File: src/rtl/npc_arch_state_if.sv
// Bundle of the architectural-state block's data ports: PC, register file and lookup mux.
// The core/decoder side drives through master; npc_arch_state consumes through slave.
interface npc_arch_state_if #(
  parameter int ADDR_WIDTH = 5,
  parameter int DATA_WIDTH = 32,
  parameter int NR_KEY     = 4,
  parameter int KEY_LEN    = 7
);
  localparam int LUT_WIDTH = NR_KEY * (KEY_LEN + DATA_WIDTH);

  logic [DATA_WIDTH-1:0] pc_din;
  logic                  pc_wen;
  logic [DATA_WIDTH-1:0] pc;

  logic                  rf_wen;
  logic [ADDR_WIDTH-1:0] rf_waddr;
  logic [DATA_WIDTH-1:0] rf_wdata;
  logic [ADDR_WIDTH-1:0] rf_rs1addr;
  logic [ADDR_WIDTH-1:0] rf_rs2addr;
  logic [DATA_WIDTH-1:0] rf_rs1data;
  logic [DATA_WIDTH-1:0] rf_rs2data;

  logic [KEY_LEN-1:0]    mux_key;
  logic [LUT_WIDTH-1:0]  mux_lut;
  logic [DATA_WIDTH-1:0] mux_default;
  logic [DATA_WIDTH-1:0] mux_out;
  logic                  mux_hit;

  modport master (
    output pc_din, pc_wen,
    output rf_wen, rf_waddr, rf_wdata, rf_rs1addr, rf_rs2addr,
    output mux_key, mux_lut, mux_default,
    input  pc, rf_rs1data, rf_rs2data, mux_out, mux_hit
  );

  modport slave (
    input  pc_din, pc_wen,
    input  rf_wen, rf_waddr, rf_wdata, rf_rs1addr, rf_rs2addr,
    input  mux_key, mux_lut, mux_default,
    output pc, rf_rs1data, rf_rs2data, mux_out, mux_hit
  );
endinterface

File: src/rtl/npc_arch_state.sv
// Architectural state of the single-cycle NPC core: PC register, 2R/1W register file
// with x0 hardwired to zero, and a generic {key,value} lookup mux with default.
module npc_arch_state #(
  parameter int                    ADDR_WIDTH = 5,
  parameter int                    DATA_WIDTH = 32,
  parameter logic [DATA_WIDTH-1:0] PC_RESET   = 32'h8000_0000,
  parameter int                    NR_KEY     = 4,
  parameter int                    KEY_LEN    = 7
) (
  input  logic clk,
  input  logic rst,
  npc_arch_state_if.slave bus
);

  localparam int NR_REGS   = 2 ** ADDR_WIDTH;
  localparam int ENTRY_LEN = KEY_LEN + DATA_WIDTH;

  // ------------------------------------------------------------------
  // Program counter
  // ------------------------------------------------------------------
  logic [DATA_WIDTH-1:0] pc_q;
  logic [DATA_WIDTH-1:0] pc_d;

  always_comb begin
    pc_d = pc_q;
    if (bus.pc_wen) begin
      pc_d = bus.pc_din;
    end
  end

  always_ff @(posedge clk or posedge rst) begin
    if (rst) begin
      pc_q <= PC_RESET;
    end else begin
      pc_q <= pc_d;
    end
  end

  assign bus.pc = pc_q;

  // ------------------------------------------------------------------
  // Register file
  // ------------------------------------------------------------------
  logic [DATA_WIDTH-1:0] rf_q [NR_REGS];
  logic [DATA_WIDTH-1:0] rf_d [NR_REGS];
  logic [NR_REGS-1:0]    rf_wsel;

  // Entry 0 never gets a write strobe, so its storage stays at its reset value of 0.
  assign rf_wsel[0] = 1'b0;
  for (genvar gi = 1; gi < NR_REGS; gi++) begin : g_rf_wsel
    assign rf_wsel[gi] = bus.rf_wen && (bus.rf_waddr == ADDR_WIDTH'(gi));
  end

  always_comb begin
    for (int i = 0; i < NR_REGS; i++) begin
      rf_d[i] = rf_wsel[i] ? bus.rf_wdata : rf_q[i];
    end
  end

  always_ff @(posedge clk or posedge rst) begin
    if (rst) begin
      for (int i = 0; i < NR_REGS; i++) begin
        rf_q[i] <= '0;
      end
    end else begin
      for (int i = 0; i < NR_REGS; i++) begin
        rf_q[i] <= rf_d[i];
      end
    end
  end

  // Reads come straight from storage: a same-cycle write is not visible until the edge.
  assign bus.rf_rs1data = (bus.rf_rs1addr == '0) ? '0 : rf_q[bus.rf_rs1addr];
  assign bus.rf_rs2data = (bus.rf_rs2addr == '0) ? '0 : rf_q[bus.rf_rs2addr];

  // ------------------------------------------------------------------
  // Key/value lookup mux
  // ------------------------------------------------------------------
  logic [NR_KEY-1:0][KEY_LEN-1:0]    lut_key;
  logic [NR_KEY-1:0][DATA_WIDTH-1:0] lut_val;
  logic [NR_KEY-1:0]                 lut_match;
  logic [DATA_WIDTH-1:0]             mux_out_d;

  for (genvar gi = 0; gi < NR_KEY; gi++) begin : g_lut_entry
    assign lut_key[gi]   = bus.mux_lut[gi*ENTRY_LEN + DATA_WIDTH +: KEY_LEN];
    assign lut_val[gi]   = bus.mux_lut[gi*ENTRY_LEN +: DATA_WIDTH];
    assign lut_match[gi] = (lut_key[gi] == bus.mux_key);
  end

  // Ascending scan so the highest-index (first-listed) duplicate overrides lower ones.
  always_comb begin
    mux_out_d = bus.mux_default;
    for (int i = 0; i < NR_KEY; i++) begin
      if (lut_match[i]) begin
        mux_out_d = lut_val[i];
      end
    end
  end

  assign bus.mux_out = mux_out_d;
  assign bus.mux_hit = |lut_match;

endmodule

File: src/flat_wrapper.sv
// flat-port wrapper written by rule: the top's interface ports become plain ports
module npc_arch_state_flat 
#(
  parameter int                    ADDR_WIDTH = 5,
  parameter int                    DATA_WIDTH = 32,
  parameter logic [DATA_WIDTH-1:0] PC_RESET   = 32'h8000_0000,
  parameter int                    NR_KEY     = 4,
  parameter int                    KEY_LEN    = 7
)
  (clk, rst, bus_pc_din, bus_pc_wen, bus_rf_wen, bus_rf_waddr, bus_rf_wdata, bus_rf_rs1addr, bus_rf_rs2addr, bus_mux_key, bus_mux_lut, bus_mux_default, bus_pc, bus_rf_rs1data, bus_rf_rs2data, bus_mux_out, bus_mux_hit);
  npc_arch_state_if #(.ADDR_WIDTH(ADDR_WIDTH), .DATA_WIDTH(DATA_WIDTH), .NR_KEY(NR_KEY), .KEY_LEN(KEY_LEN)) bus_i ();
  input  logic clk;
  input  logic rst;
  input wire logic [$bits(bus_i.pc_din)-1:0] bus_pc_din;
  input wire logic [$bits(bus_i.pc_wen)-1:0] bus_pc_wen;
  input wire logic [$bits(bus_i.rf_wen)-1:0] bus_rf_wen;
  input wire logic [$bits(bus_i.rf_waddr)-1:0] bus_rf_waddr;
  input wire logic [$bits(bus_i.rf_wdata)-1:0] bus_rf_wdata;
  input wire logic [$bits(bus_i.rf_rs1addr)-1:0] bus_rf_rs1addr;
  input wire logic [$bits(bus_i.rf_rs2addr)-1:0] bus_rf_rs2addr;
  input wire logic [$bits(bus_i.mux_key)-1:0] bus_mux_key;
  input wire logic [$bits(bus_i.mux_lut)-1:0] bus_mux_lut;
  input wire logic [$bits(bus_i.mux_default)-1:0] bus_mux_default;
  output wire logic [$bits(bus_i.pc)-1:0] bus_pc;
  output wire logic [$bits(bus_i.rf_rs1data)-1:0] bus_rf_rs1data;
  output wire logic [$bits(bus_i.rf_rs2data)-1:0] bus_rf_rs2data;
  output wire logic [$bits(bus_i.mux_out)-1:0] bus_mux_out;
  output wire logic [$bits(bus_i.mux_hit)-1:0] bus_mux_hit;
  assign bus_i.pc_din = bus_pc_din;
  assign bus_i.pc_wen = bus_pc_wen;
  assign bus_i.rf_wen = bus_rf_wen;
  assign bus_i.rf_waddr = bus_rf_waddr;
  assign bus_i.rf_wdata = bus_rf_wdata;
  assign bus_i.rf_rs1addr = bus_rf_rs1addr;
  assign bus_i.rf_rs2addr = bus_rf_rs2addr;
  assign bus_i.mux_key = bus_mux_key;
  assign bus_i.mux_lut = bus_mux_lut;
  assign bus_i.mux_default = bus_mux_default;
  assign bus_pc = bus_i.pc;
  assign bus_rf_rs1data = bus_i.rf_rs1data;
  assign bus_rf_rs2data = bus_i.rf_rs2data;
  assign bus_mux_out = bus_i.mux_out;
  assign bus_mux_hit = bus_i.mux_hit;
  npc_arch_state #(.ADDR_WIDTH(ADDR_WIDTH), .DATA_WIDTH(DATA_WIDTH), .PC_RESET(PC_RESET), .NR_KEY(NR_KEY), .KEY_LEN(KEY_LEN)) u_core (.clk(clk), .rst(rst), .bus(bus_i));
endmodule
File: config.mk
export PLATFORM = sky130hd
export DESIGN_NAME = npc_arch_state_flat
export DESIGN_NICKNAME = d
export VERILOG_FILES = /design/src/rtl/npc_arch_state_if.sv /design/src/rtl/npc_arch_state.sv /design/src/flat_wrapper.sv
export SDC_FILE = /design/constraint.sdc
export NUM_CORES = 2
export LEC_CHECK = 0
export CAP_MARGIN = 20
export CORE_ASPECT_RATIO = 0.6
export CORE_MARGIN = 8
export CORE_UTILIZATION = 40
export DETAILED_ROUTE_END_ITERATION = 7
export PLACE_DENSITY = 0.59
export SKIP_CTS_REPAIR_TIMING = 1
export SYNTH_ARGS = -nofsm -noshare
export SYNTH_HDL_FRONTEND = slang
export SYNTH_SLANG_ARGS = --single-unit
File: constraint.sdc
create_clock -name clk -period 44.3 [get_ports clk]
set_input_delay 13.29 -clock clk [delete_from_list [all_inputs] [get_ports clk]]
set_output_delay 13.29 -clock clk [all_outputs]
set_load 0.02 [all_outputs]
### Word-level counts from Yosys, hierarchy flattened

Index checks and enable logic that the tools add are counted.

| storage, ports and cells | value |
|---|---|
| word-level logic and storage cells | 117 |
| output and inout port bits | 129 |
| register bits | 1024 |
| input bits | 278 |

| operators by class | value |
|---|---|
| order comparisons | 2 |
| reductions and logical operators | 34 |
| bitwise operators | 2 |
| equality and inequality tests | 35 |
| muxes and demuxes | 12 |

Operators by type and width:

| operator | count |
|---|---|
| $bmux W32 S5 | 2 |
| $mux W32 | 10 |
| $eq A5 B5 Y1 const B | 16 |
| $eq A5 B4 Y1 const B | 8 |
| $logic_and A1 B1 Y1 | 31 |
| $eq A7 B7 Y1 | 4 |
| $eq A5 B3 Y1 const B | 4 |
| $ge A6 B6 Y1 const B | 2 |
| $not A5 Y6 | 2 |
| $eq A5 B2 Y1 const B | 2 |
| $logic_not A5 Y1 | 2 |
| $eq A5 B1 Y1 const B | 1 |
| $reduce_or A4 Y1 | 1 |

### Logic depth before layout (Yosys ltp)

| logic depth | value |
|---|---|
| depth after elaboration | 5 |
| gate-level depth with buffers | 10 |

### Worst setup path after synthesis

No wires, ideal clock.

| path | value |
|---|---|
| kind | input port to output port |
| from | input bus_rf_rs2addr[1] |
| to | output bus_rf_rs2data[16] |
| data required time | 31010 ps |
| path slack | 15971 ps |
| arrival | 15039 ps |
| stages on the path | 7 |
| cell sequence | buf_2 buf_2 clkbuf_1 mux4_2 mux4_2 nand2_1 o21ai_1 |

| on the way | value |
|---|---|
| cells in the longest elaborated chain, start to end | 5 |

Ends and longest elaborated chain:

| what | RTL line | text |
|---|---|---|
| from (decl) | flat_wrapper.sv:20 | `input wire logic [$bits(bus_i.rf_rs2addr)-1:0] bus_rf_rs2addr;` |
| $not A5 Y6 (implied by the code) | npc_arch_state.sv:74 | `assign bus.rf_rs2data = (bus.rf_rs2addr == '0) ? '0 : rf_q[bus.rf_rs2addr];` |
| $bmux W32 S5 | npc_arch_state.sv:74 |  |
| $mux W32 (implied by the code) (2 in a row) | npc_arch_state.sv:74 |  |
| $mux W32 * | npc_arch_state.sv:74 |  |
| to (decl) | flat_wrapper.sv:26 | `output wire logic [$bits(bus_i.rf_rs2data)-1:0] bus_rf_rs2data;` |

Every way passes the cells marked *; elsewhere a longest branch is shown, timed or not. The select of a mux whose other input is x is not followed.

### Worst setup path after layout

| path | value |
|---|---|
| from | input bus_rf_rs2addr[0] |
| to | output bus_rf_rs2data[30] |

Same word-level chain as after synthesis.

==> results.sh <==
export IMPL_setup_violations=0
export IMPL_cp_start_kind="input port"
export IMPL_use_met1_pct=37.93
export IMPL_yosysSeqAreaShare_pct=45.57
export IMPL_drive_gt1_share_pct=43.27
export IMPL_slew_headroom_pct=22.87
export IMPL_synth_edff_count=0
export IMPL_finalCritPeriodShare_pct=69.39
export IMPL_skew_ns=0
export IMPL_grt_max_degree=156
export IMPL_rows=106
export IMPL_utilization_pct=46.96
export IMPL_die_area_um2=153200
export IMPL_crit_start="bus_rf_rs2addr[0]"
export IMPL_wl_um=197100
export IMPL_setup_tns_ns=0
export IMPL_wire_per_inst_um=31.95
export IMPL_outcome="completed"
export IMPL_layout_nets=4471
export IMPL_core_area_um2=139400
export IMPL_dp_hpwl_um=114800
export IMPL_synth_seq_cells=1024
export IMPL_routed_via_count=38503
export IMPL_cp_cell_sequence="buf_8, buf_12, buf_4, mux4_2, mux4_2, nand2_1, o21ai_1, clkdlybuf4s50_1"
export IMPL_cts_tree="done"
export IMPL_grt_busiest_layer="met1"
export IMPL_slowest_delay_ns=0.78
export IMPL_post_route_min_period_ns=30.74
export IMPL_cts_sinks=1024
export IMPL_nFillCells=12350
export IMPL_multi_input_area_um2=28670
export IMPL_seq_area_um2=25630
export IMPL_hold_class="reg -> reg"
export IMPL_floorplan_initialDensity_pct=40.34
export IMPL_viasPerCell=6.239
export IMPL_area_delta_synth_final_pct=16.42
export IMPL_clk_insertion_delay_late_ns=0.71
export IMPL_reg2reg_to="u_core.rf_q[903]"
export IMPL_total_power_mw=2.798
export IMPL_ios=407
export IMPL_postSynthAreaPerCell_um2=14.02
export IMPL_ant_nets=0
export IMPL_synth_ff_type="dfrtp_1"
export IMPL_fp_dieW_um=500.0
export IMPL_dpl_cell_count=5968
export IMPL_reg2reg_slack_ns=43.47
export IMPL_grt_pass1_wl_um=287100
export IMPL_port_buffers=406
export IMPL_drc=0
export IMPL_fin_worst_hold_slack_ns=0.5059
export IMPL_syn_nets=4290
export IMPL_cp_end_kind="output port"
export IMPL_overflow=0
export IMPL_die_h_um=306.4
export IMPL_vdd_drop_max_v=0.00002944
export IMPL_worstHoldStart="u_core.bus.pc[16]"
export IMPL_clk_pin_slew_ns=0.06
export IMPL_r2r_start="u_core.rf_q[903]"
export IMPL_final_cells=6171
export IMPL_grt_pass1_vias=38322
export IMPL_ys_async_sr_fraction_pct=100.0
export IMPL_maxCapViolCount=0
export IMPL_arrival_ns=17.45
export IMPL_root_buffer="clkbuf_16"
export IMPL_required_ns=31.01
export IMPL_grt_usage_pct=25.21
export IMPL_cpMostUsedCell="mux4_2"
export IMPL_tightestPinTransition_ns=1.147
export IMPL_slew_violations=0
export IMPL_cts_buffers_inserted=101
export IMPL_holdPathStages=1
export IMPL_synth_top_area_share_pct=45.53
export IMPL_place_gp_congestion=0.9144
export IMPL_cts_htree_levels=3
export IMPL_rsz0062_at_grt="false"
export IMPL_synth_cells=4012
export IMPL_design_area_um2=65460
export IMPL_gr_usage_met3_pct=6.444
export IMPL_synthTopCellsByArea="dfrtp_1, mux2_2, mux4_2, mux2i_1, clkbuf_1"
export IMPL_hold_violations=0
export IMPL_yosysWarnings=0
export IMPL_post_place_ws_ns=13.54
export IMPL_setup_ws_ns=13.56
export IMPL_slowest_stage="buf_4"
export IMPL_drt_initial_drc_count=4440
export IMPL_grt_antenna_before_repair=7
export IMPL_worst_setup_path_type="in -> out"
export IMPL_met2_usage_pct=36.42
export IMPL_cts_buffer_depth=3
export IMPL_synth_top_area_cell="dfrtp_1"
export IMPL_synth_cell_type_count=47
export IMPL_fmax_ghz=0.03253
export IMPL_path_max_fanout=100
export IMPL_first_pass_iters=5
export IMPL_p_leak_nw=27.41
export IMPL_holdPathEnd="u_core.bus.pc[16]"
export IMPL_powerDensity_nw_per_um2=42.75
export IMPL_dpl_cell_area_um2=61760
export IMPL_reg2regPathDepth=1
export IMPL_syn_area_um2=56230
==> cell families (layout without fill, tap and decap cells) <==
logic type | Yosys count | count (layout) | share of synthesized area [%]
flops | 1024 | 1024 | 45.57
mux | 1673 | 1673 | 41.54
other cells | 0 | 6 | 0
compound gates | 466 | 466 | 5.865
xor+xnor | 28 | 28 | 0.4361
simple gates | 343 | 343 | 2.712
buf+inv | 478 | 741 | 3.876
==> synthesized netlist by cell type, drive strengths merged (12+ instances only) <==
master	count
nand2	116
inv	45
a22o	13
a211oi	33
xor2	17
o31ai	64
a31oi	44
o21ai	69
dfrtp	1023
mux2	1153
clkbuf	213
nor2	101
nand3	36
nor2b	13
a22oi	77
mux4	413
a221oi	50
buf	219
a21oi	19
o22ai	42
a221o	12
nor3	43
a21boi	32
and2	12
mux2i	107
==> cell usage in the layout, fill, tap and decap left out, types with 43 or more instances in the layout <==
master,count
mux2_2,1118
dfrtp_1,1023
mux4_2,413
clkdlybuf4s50_1,396
nand2_1,107
mux2i_1,107
clkbuf_16,107
nor2_1,88
buf_4,82
a22oi_1,77
o31ai_1,64
a221oi_1,50
a31oi_1,44
inv_1,43
==> how the worst max path moves through the flow <==
stage	slack, ns	depth (start not counted)	to
2_1_floorplan	2.20	1	u_core.bus.pc[0]
6_report	13.56	8	bus_rf_rs2data[30]
3_5_place_dp	13.54	8	bus_rf_rs2data[30]
5_1_grt	13.35	8	bus_rf_rs2data[30]
4_1_cts	13.55	8	bus_rf_rs2data[30]
3_3_place_gp	13.60	8	bus_rf_rs2data[30]
==> critical path, delay by kind of cell <==
family          cells  cell delay [ns]
buf+inv             4             2.48
mux                 2             1.07
compound gates      1             0.16
simple gates        1             0.08
==> per-layer routing <==
metal	wire length [µm]	share of wire, %
met3	17550	8.9
met2	85400	43
met5	26	0.013
met1	89090	45
met4	5063	2.6
==> flip-flops by register name (all words and copies together), names as in the netlist <==
register,cells
u_core.bus.pc,32
u_core.rf_q,992
==> cell type report <==
type | count | area share (%)
Multi-Input combinational cell | 2510 | 43.80
Sequential cell | 1024 | 39.15
Timing Repair Buffer | 510 | 7.964
Clock buffer | 153 | 4.560
Tap cell | 1890 | 3.612
Clock inverter | 32 | 0.6174
Inverter | 46 | 0.2752
Antenna cell | 6 | 0.02294
==> report_power, final <==
part | internal (mW) | total, mW | switching (mW)
logic | 0.378 | 0.647 | 0.269
clock network | 0.508 | 0.903 | 0.395
registers | 1.12 | 1.25 | 0.133
total | 2.00 | 2.80 | 0.797
No activity file was read; power rests on OpenSTA's default activity.
